===== src/rtl/block_b_arb_table_if.sv =====
// ---------------------------------------------------------------------------
// block_b_arb_table_if
//   Handshake bundle for block_b_arb_table: NUM_CH rdy/vld producer channels
//   on the write side, one first-word fall-through consumer on the read side.
//
//   Signals
//     in_vld   [NUM_CH]         per-channel valid           (producer -> table)
//     in_data  [NUM_CH*DATA_W]  channel i at [i*DATA_W +: DATA_W]
//     in_rdy   [NUM_CH]         per-channel ready, one-hot or zero
//     out_vld                   head entry available         (table -> consumer)
//     out_data [DATA_W]         head entry payload
//     out_ch   [CH_W]           source channel of head entry
//     out_rdy                   consumer ready              (consumer -> table)
//
//   Modports
//     master : the producer/consumer side (testbench or surrounding logic)
//     slave  : the table itself
// ---------------------------------------------------------------------------
interface block_b_arb_table_if #(
    parameter int NUM_CH = 3,
    parameter int DATA_W = 32
);
    localparam int CH_W = ($clog2(NUM_CH) > 1) ? $clog2(NUM_CH) : 1;

    logic [NUM_CH-1:0]        in_vld;
    logic [NUM_CH*DATA_W-1:0] in_data;
    logic [NUM_CH-1:0]        in_rdy;
    logic                     out_vld;
    logic [DATA_W-1:0]        out_data;
    logic [CH_W-1:0]          out_ch;
    logic                     out_rdy;

    modport master (
        output in_vld, in_data, out_rdy,
        input  in_rdy, out_vld, out_data, out_ch
    );

    modport slave (
        input  in_vld, in_data, out_rdy,
        output in_rdy, out_vld, out_data, out_ch
    );
endinterface


===== src/rtl/block_b_arb_table.sv =====
// ---------------------------------------------------------------------------
// block_b_arb_table
//   Round-robin arbiter feeding a DEPTH-entry circular table. Each entry holds
//   the payload plus the channel it came from. The read side is first-word
//   fall-through. With overwrite_en set, a push into a full table (with no
//   simultaneous pop) replaces the oldest entry and bumps a saturating
//   drop counter.
//
//   Ports
//     clk           single clock, rising edge
//     rst_n         asynchronous, active-low reset
//     bus           block_b_arb_table_if.slave (producer/consumer handshakes)
//     overwrite_en  allow a push into a full table to drop the oldest entry
//     clear         synchronous flush of pointers, level and drop count
//     level         current entry count, 0..DEPTH
//     full / empty  level == DEPTH / level == 0
//     drop_cnt      number of overwritten entries, saturating at 0xFFFF
// ---------------------------------------------------------------------------
module block_b_arb_table #(
    parameter  int NUM_CH = 3,
    parameter  int DATA_W = 32,
    parameter  int DEPTH  = 16,
    localparam int CH_W   = ($clog2(NUM_CH) > 1) ? $clog2(NUM_CH) : 1,
    localparam int PTR_W  = $clog2(DEPTH)
) (
    input  logic                 clk,
    input  logic                 rst_n,
    block_b_arb_table_if.slave   bus,
    input  logic                 overwrite_en,
    input  logic                 clear,
    output logic [PTR_W:0]       level,
    output logic                 full,
    output logic                 empty,
    output logic [15:0]          drop_cnt
);

    typedef struct packed {
        logic [CH_W-1:0]   ch;
        logic [DATA_W-1:0] data;
    } entry_t;

    entry_t            mem [DEPTH];
    logic [PTR_W-1:0]  wr_ptr;
    logic [PTR_W-1:0]  rd_ptr;
    logic [CH_W-1:0]   rr_ptr;
    // Goes high on the first edge after reset release. Holding in_rdy low
    // until then guarantees no push lands on the deassertion edge.
    logic              active;

    logic              gnt_vld;
    logic [CH_W-1:0]   gnt_ch;
    logic [DATA_W-1:0] gnt_data;
    logic [CH_W-1:0]   rr_next;
    logic              accept;
    logic              push;
    logic              pop;
    logic              drop;

    function automatic logic [PTR_W-1:0] ptr_inc(input logic [PTR_W-1:0] p);
        return (p == PTR_W'(DEPTH - 1)) ? '0 : p + 1'b1;
    endfunction

    // Round-robin scan: first valid channel at or after rr_ptr, modulo NUM_CH.
    // The sum is one bit wider than CH_W so rr_ptr + i cannot overflow before
    // the modulo correction.
    always_comb begin
        logic [CH_W:0] cand;
        // NOTE: every signal driven here gets a default first, so no path
        // through the block leaves a value held (which would infer a latch).
        gnt_vld = 1'b0;
        gnt_ch  = '0;
        cand    = '0;
        for (int i = 0; i < NUM_CH; i++) begin
            cand = {1'b0, rr_ptr} + (CH_W+1)'(i);
            if (cand >= (CH_W+1)'(NUM_CH)) begin
                cand = cand - (CH_W+1)'(NUM_CH);
            end
            if (!gnt_vld && bus.in_vld[cand[CH_W-1:0]]) begin
                gnt_vld = 1'b1;
                gnt_ch  = cand[CH_W-1:0];
            end
        end
    end

    always_comb begin
        gnt_data = '0;
        for (int i = 0; i < NUM_CH; i++) begin
            if (gnt_ch == CH_W'(i)) begin
                gnt_data = bus.in_data[i*DATA_W +: DATA_W];
            end
        end
    end

    assign rr_next = (gnt_ch == CH_W'(NUM_CH - 1)) ? '0 : gnt_ch + 1'b1;

    // Readiness deliberately ignores out_rdy: a full table without overwrite
    // only reopens on the cycle after a pop has lowered level.
    assign accept = active && !clear && (!full || overwrite_en);
    assign push   = gnt_vld && accept;
    assign pop    = !empty && bus.out_rdy;
    // A pop in the same cycle makes room, so only a lone push into a full
    // table counts as an overwrite.
    assign drop   = push && !pop && full;

    always_comb begin
        bus.in_rdy = '0;
        if (push) begin
            bus.in_rdy[gnt_ch] = 1'b1;
        end
    end

    assign full         = (level == (PTR_W+1)'(DEPTH));
    assign empty        = (level == '0);
    assign bus.out_vld  = !empty;
    assign bus.out_data = mem[rd_ptr].data;
    assign bus.out_ch   = mem[rd_ptr].ch;

    // NOTE: sequential state uses non-blocking assignments so every flop
    // samples pre-edge values regardless of statement order.
    always_ff @(posedge clk or negedge rst_n) begin
        if (!rst_n) begin
            wr_ptr   <= '0;
            rd_ptr   <= '0;
            level    <= '0;
            drop_cnt <= '0;
            rr_ptr   <= '0;
            active   <= 1'b0;
        end else begin
            active <= 1'b1;
            if (clear) begin
                // rr_ptr is intentionally left alone so fairness survives a flush.
                wr_ptr   <= '0;
                rd_ptr   <= '0;
                level    <= '0;
                drop_cnt <= '0;
            end else begin
                if (push) begin
                    wr_ptr <= ptr_inc(wr_ptr);
                    rr_ptr <= rr_next;
                end
                // An overwrite discards the oldest entry, so the head moves too.
                if (pop || drop) begin
                    rd_ptr <= ptr_inc(rd_ptr);
                end
                if (push && !pop && !full) begin
                    level <= level + 1'b1;
                end else if (pop && !push) begin
                    level <= level - 1'b1;
                end
                if (drop && (drop_cnt != 16'hFFFF)) begin
                    drop_cnt <= drop_cnt + 1'b1;
                end
            end
        end
    end

    // NOTE: the entry storage has no reset; contents are only observable
    // through rd_ptr while level is non-zero, and level is reset.
    always_ff @(posedge clk) begin
        if (push) begin
            mem[wr_ptr] <= '{ch: gnt_ch, data: gnt_data};
        end
    end

endmodule

===== src/flat_wrapper.sv =====
// flat-port wrapper written by rule: the top's interface ports become plain ports
module block_b_arb_table_flat 
#(
    parameter  int NUM_CH = 3,
    parameter  int DATA_W = 32,
    parameter  int DEPTH  = 16,
    localparam int CH_W   = ($clog2(NUM_CH) > 1) ? $clog2(NUM_CH) : 1,
    localparam int PTR_W  = $clog2(DEPTH)
)
  (clk, rst_n, overwrite_en, clear, level, full, empty, drop_cnt, bus_in_vld, bus_in_data, bus_out_rdy, bus_in_rdy, bus_out_vld, bus_out_data, bus_out_ch);
  block_b_arb_table_if #(.NUM_CH(NUM_CH), .DATA_W(DATA_W)) bus_i ();
  input  logic clk;
  input  logic rst_n;
  input  logic overwrite_en;
  input  logic clear;
  output logic [PTR_W:0] level;
  output logic full;
  output logic empty;
  output logic [15:0] drop_cnt;
  input wire logic [$bits(bus_i.in_vld)-1:0] bus_in_vld;
  input wire logic [$bits(bus_i.in_data)-1:0] bus_in_data;
  input wire logic [$bits(bus_i.out_rdy)-1:0] bus_out_rdy;
  output wire logic [$bits(bus_i.in_rdy)-1:0] bus_in_rdy;
  output wire logic [$bits(bus_i.out_vld)-1:0] bus_out_vld;
  output wire logic [$bits(bus_i.out_data)-1:0] bus_out_data;
  output wire logic [$bits(bus_i.out_ch)-1:0] bus_out_ch;
  assign bus_i.in_vld = bus_in_vld;
  assign bus_i.in_data = bus_in_data;
  assign bus_i.out_rdy = bus_out_rdy;
  assign bus_in_rdy = bus_i.in_rdy;
  assign bus_out_vld = bus_i.out_vld;
  assign bus_out_data = bus_i.out_data;
  assign bus_out_ch = bus_i.out_ch;
  block_b_arb_table #(.NUM_CH(NUM_CH), .DATA_W(DATA_W), .DEPTH(DEPTH)) u_core (.clk(clk), .rst_n(rst_n), .bus(bus_i), .overwrite_en(overwrite_en), .clear(clear), .level(level), .full(full), .empty(empty), .drop_cnt(drop_cnt));
endmodule

===== config.mk =====
export PLATFORM = sky130hd
export DESIGN_NAME = block_b_arb_table_flat
export DESIGN_NICKNAME = d
export VERILOG_FILES = /design/src/rtl/block_b_arb_table_if.sv /design/src/rtl/block_b_arb_table.sv /design/src/flat_wrapper.sv
export SDC_FILE = /design/constraint.sdc
export NUM_CORES = 1
export LEC_CHECK = 0
export ABC_AREA = 0
export CAP_MARGIN = 30
export CELL_PAD_IN_SITES_DETAIL_PLACEMENT = 1
export CELL_PAD_IN_SITES_GLOBAL_PLACEMENT = 1
export CORE_MARGIN = 2
export CORE_UTILIZATION = 51
export DETAILED_ROUTE_END_ITERATION = 12
export PLACE_DENSITY_LB_ADDON = 0.1
export SYNTH_ARGS = -nofsm -noshare
export SYNTH_HDL_FRONTEND = slang
export SYNTH_SLANG_ARGS = --single-unit

===== constraint.sdc =====
create_clock -name clk -period 5.26 [get_ports clk]
set_clock_uncertainty 0.15 [all_clocks]
set_input_delay 1.315 -clock clk [delete_from_list [all_inputs] [get_ports clk]]
set_output_delay 1.315 -clock clk [all_outputs]
set_load 0.1 [all_outputs]

; ---- Yosys cells after proc, flatten, opt, wreduce, memory -nomap -nowiden
; Memory sizes are Yosys's and may differ from the RTL's.
; Cells that the tools add are included.
[op_classes]
n_addsub = 11
n_lt_le_gt_ge = 8
n_eq_ne = 6
n_mux = 35
bitwise = 1
reduce_logical = 28
[ops]
columns = op, count
row1 = $mux W32, 3
row2 = $mux W16, 2
row3 = $mux W4, 6
row4 = $add A16 B1 Y16 const B, 1
row5 = $ne A16 B16 Y1 const B, 1
row6 = $mux W5, 3
row7 = $mux W2, 7
row8 = $logic_and A1 B1 Y1, 12
row9 = $lt A2 B3 Y1 const B, 4
row10 = $mux W1, 9
row11 = $add A4 B1 Y4 const B, 2
row12 = $eq A4 B4 Y1 const B, 2
row13 = $logic_not A1 Y1, 7
row14 = $bmux W1 S2, 3
row15 = $ge A3 B2 Y1 const B, 2
row16 = $reduce_bool A2 Y1, 3
row17 = $sub A2 B2 Y2 const B, 3
row18 = $add A5 B1 Y5 const B, 1
row19 = $eq A5 B5 Y1 const B, 1
row20 = $logic_not A5 Y1, 1
row21 = $sub A5 B1 Y5 const B, 1
row22 = $add A2 B1 Y3 const B, 1
row23 = $add A2 B2 Y3 const B, 1
row24 = $mux W3, 1
row25 = 11 further kinds, 12
[word_totals]
ff_bits = 32
mem_bits_rw = 544
output_inout_bits = 61
wordCells = 96
mem_count = 1
[mem_list]
columns = memory, depth, width, read_ports, rd_ports_with_merged_regs, wr, line_no
row1 = u_core.mem, 16, 34, 1, 0, 1, block_b_arb_table.sv:42  ; entry_t mem [DEPTH];

; ---- Longest topological paths before layout
[depth]
word_depth = 17
depth_mapped = 13
ltp_nobuf = 12

; ---- Worst setup path before layout
; OpenSTA, ideal clock, no wires.
[synth_path]
path_kind = input to output
startpoint = input clear
endpoint = output bus_in_rdy[0]
arrival_ps = 4147
required_ps = 3795
slack_ps = -352
cell_stages = 6
cell_sequence = buf_2 clkinv_1 nand2_1 nor2_1 nand2_1 nor3_1
[synth_between]
elab_chain_cells = 5
[synth_lines]
columns = item, line_no
row1 = start: declaration, flat_wrapper.sv:15  ; input logic clear;
row2 = $logic_not A1 Y1, block_b_arb_table.sv:98  ; assign accept = active && !clear && (!full || overwrite_en);
row3 = $logic_and A1 B1 Y1 (2 in a row), block_b_arb_table.sv:98
row4 = $logic_and A1 B1 Y1, block_b_arb_table.sv:99  ; assign push = gnt_vld && accept;
row5 = $mux W3, block_b_arb_table.sv:107  ; if (push) begin
row6 = end: declaration, flat_wrapper.sv:23  ; output wire logic [$bits(bus_i.in_rdy)-1:0] bus_in_rdy;
; Every way passes these cells.

; ---- Worst setup path after layout
[layout_path]
startpoint = input bus_in_vld[1]
endpoint = output bus_in_rdy[1]
[layout_between]
elab_chain_cells = 14
[layout_lines]
columns = item, line_no
row1 = start: declaration, flat_wrapper.sv:20  ; input wire logic [$bits(bus_i.in_vld)-1:0] bus_in_vld;
row2 = $bmux W1 S2, block_b_arb_table.sv:78  ; if (!gnt_vld && bus.in_vld[cand[CH_W-1:0]]) begin
row3 = $mux W1 (not written as such), block_b_arb_table.sv:78
row4 = $mux W1, block_b_arb_table.sv:78
row5 = $logic_not A1 Y1, block_b_arb_table.sv:78
row6 = $logic_and A1 B1 Y1, block_b_arb_table.sv:78
row7 = $mux W1, block_b_arb_table.sv:78
row8 = $logic_not A1 Y1, block_b_arb_table.sv:78
row9 = $logic_and A1 B1 Y1, block_b_arb_table.sv:78
row10 = $mux W2, block_b_arb_table.sv:78
row11 = $lt A2 B3 Y1 (not written as such) / $ge A2 B1 Y1 (equally long branches), block_b_arb_table.sv:108  ; bus.in_rdy[gnt_ch] = 1'b1;
row12 = $logic_and A1 B1 Y1 (not written as such), block_b_arb_table.sv:108
row13 = $mux W1 (not written as such), block_b_arb_table.sv:108
row14 = $demux W1 S2, n/a
row15 = $mux W3 (*), block_b_arb_table.sv:107
; Every way passes the cells marked *; elsewhere a longest branch is shown, timed or not. The select of a mux whose other input is x is not followed.

==> flow_summary.yaml <==
logic_synthesis:
  synth_cells: 1348
  synthDistinctLibCells: 58
  avgSynthCellArea_um2: 17.5
  synth_area_leader_cell: "edfxtp_1"
  synth_area_leaders: "edfxtp_1, mux4_2, mux2i_1"
  yosys_warnings: 0
  syn_nets: 1467
  async_flop_share_pct: 5.56
  synth_edf_count: 544
  yosysSeqAreaShare_pct: 72.7
  synth_flop_cell: "edfxtp_1"
  synth-seq-cells: 576
  yosysTopAreaCellShare_pct: 69.3
  synthesis.area_mm2: 0.0236
drt:
  wl_per_cell_um: 28.1
  drt_wl_total_mm: 61.7
  drc: 0
  dr.pass1.iters: 7
  postRouteAntennaNets: 0
  via_per_inst: 6.14
  drt-initial-drc-count: 1132
  vias: 13448
floorplanning:
  dieHeight_um: 219
  die_area_mm2: 0.0480
  io_pins: 165
  start_util_pct: 51.8
  row_count: 78
  coreArea_mm2: 0.0455
  die_width_um: 219
power:
  leakagePower_nw: 9.36
  p_total_mw: 16.2
  ir_drop_mv: 0.452
  p_per_area_mw_per_mm2: 565
timing:
  maxSlewHeadroom_pct: 34.3
  min_period_ns: 4.93
  fmax_mhz: 203
  maxSlewViolCount: 0
  hold_ws_ns: 0.415
  final.period_utilization_pct: 93.8
  fin_ws_ns: 0.326
  rsz0062_at_grt: "no"
  setup_viol: 0
  final_hold_viol_count: 0
  tightest_slew_ns: 0.982
  finalSetupTns_ns: 0
clock_network:
  root_buffer: "clkbuf_16"
  clk_pin_slew_ns: 0.06
  cts.path.max_buffers: 3
  insertion_delay_ns: 0.59
  tritoncts: "yes"
  ctsHoldBuffers: 0
  cts_made_buffers: 56
  htree_num_levels: 2
  clock-sinks: 576
  post_cts_resized: 0
  cts_setup_buffers: 0
critical_path:
  cp_max_fo: 13
  cp_num_buf_inv: 2
  critPathSlowestCell: "or4b_1"
  critPathLaunchType: "input pin"
  worstSetupEndpointType: "output port"
  cp_top_family: "simple AND/OR/NAND/NOR gates"
  critPathMaxStageDelay_ns: 0.58
  r2r_start: "u_core.rr_ptr[0]"
  arrival_ns: 3.47
  path_cells: "clkdlybuf4s50_1 -> mux2i_1 -> o22ai_1 -> or4b_1 -> o21ai_4 -> and2_1 -> buf_12"
  crit_type: "input pin to output port"
  worstSetupStartpoint: "bus_in_vld[1]"
  critical_path_required_ns: 3.80
grt:
  grt_pass1_vias: 14644
  gr-total-overflow: 0
  grt_pass1_wl_mm: 91.6
  antenna_found_initial: 0
  track_usage_pct: 26.2
  grt_start_max_net_pins: 72
layout:
  area_growth_pct: 21.3
  layout-drive-gt1-share_pct: 19.5
  final_util_pct: 62.8
  diodes: 0
  layout.nets: 1664
  n_fill_cell: 4038
  fin_area_mm2: 0.0286
  layout.cells.non_filler: 2192
min_path:
  hold_class: "flop to flop"
  min_from: "u_core.rr_ptr[1]"
placement:
  dpl_worst_slack_ns: 0.301
  io_buffers: 164
  placed_cells: 2087
  dp_hpwl_mm: 34.7
  gp_congestion: 0.799
  dpl-instance-area_mm2: 0.0267
status:
  status: "finished, final reports clean"
flow_run:
  drv_cap: 0
-- worst reg2reg max path: cells and delay by family, from the launching register on --
family                     cells  cell delay, ns
AOI/OAI and AO/OA              3            0.89
adders and majority gates      1            0.40
buffers and inverters          2            0.89
DFF                            1            0.41
muxes                          1            0.27
and+or+nand+nor                2            0.77
-- routing by layer --
layer | vias up | track usage [%] | share of wire (%)
li1 | 5840 | - | -
met1 | 6984 | 34.7 | 40
met2 | 505 | 44.8 | 51
met3 | 119 | 4.53 | 6.2
met4 | 0 | 7.66 | 2.6
met5 | - | 0 | 0
-- cell type report --
cell class / instances / area (um2) / area share, %
clock buffers: 67 / 1510 / 5.27
flip-flops and latches: 576 / 17100 / 60.0
well taps: 600 / 751 / 2.63
clock inverters: 38 / 400 / 1.40
repair buffers: 219 / 2550 / 8.92
multi-input cells: 677 / 6170 / 21.6
inverters: 15 / 56.3 / 0.197
-- cells in the final DEF, fill, tap and decap left out, drive strengths merged, types with 15 or more instances in the layout --
cell type and n:
mux2 32, a221oi 37, mux2i 114, dfrtp 32, a221o 29, edfxtp 544
mux4 68, nor3b 32, nand2 64, o21ai 68, buf 92, clkinv 29
a22oi 34, nand3 15, nor2 37, nor3 17, a21oi 43, clkbuf 67
clkdlybuf4s50 127
-- cells by family after synthesis --
family / after synthesis / share of synthesized area (%)
xor gates and xnor gates: 17 / 0.632
buffers and inverters: 95 / 1.77
AOI/OAI and AO/OA: 227 / 6.69
DFF: 576 / 72.7
other: 1 / 0.0159
muxes: 214 / 12.9
adders and majority gates: 15 / 0.828
and+or+nand+nor: 203 / 4.51
-- worst paths after layout --
path / endpoint / slack (ns) / depth (start not counted)
setup / recovery: bus_in_rdy[1] / 0.33 / 7
hold / removal: u_core.rr_ptr[1] / 0.41 / 1
setup reg to reg: u_core.mem[2][26] / 1.17 / 9
hold reg to reg: u_core.rr_ptr[1] / 0.41 / 1
max in group asynchronous: u_core.rd_ptr[0] / 3.63 / 2
min in group asynchronous: u_core.drop_cnt[2] / 0.98 / 2
-- power by group --
group	total, mW	internal (mW)	switching (mW)
combinational	5.69	1.92	3.76
clock	4.13	2.43	1.70
sequential	6.35	6.21	0.135
-- synth_stat cells (all sizes together), types with 3 or more instances --
cell type,number
edfxtp,544
mux2i,114
mux4,68
o21ai,68
nand2,64
a21oi,43
buf,41
clkbuf,39
a221oi,37
nor2,37
a22oi,34
dfrtp,32
mux2,32
nor3b,32
a221o,29
nor3,17
nand3,15
ha,14
inv,14
xor2,11
nand4,8
xnor2,6
nor2b,5
and2,4
and3,4
a21o,3
a31oi,3
nand2b,3
o31ai,3
-- flip-flops by register name, summed over array words and instances (netlist names) --
name,flops
u_core.drop_cnt,16
u_core.wr_ptr,4
u_core.level,5
u_core.mem,544
u_core.rr_ptr,2
u_core.rd_ptr,4
u_core.active,1
Note: power is estimated with default switching activity, not from simulation.
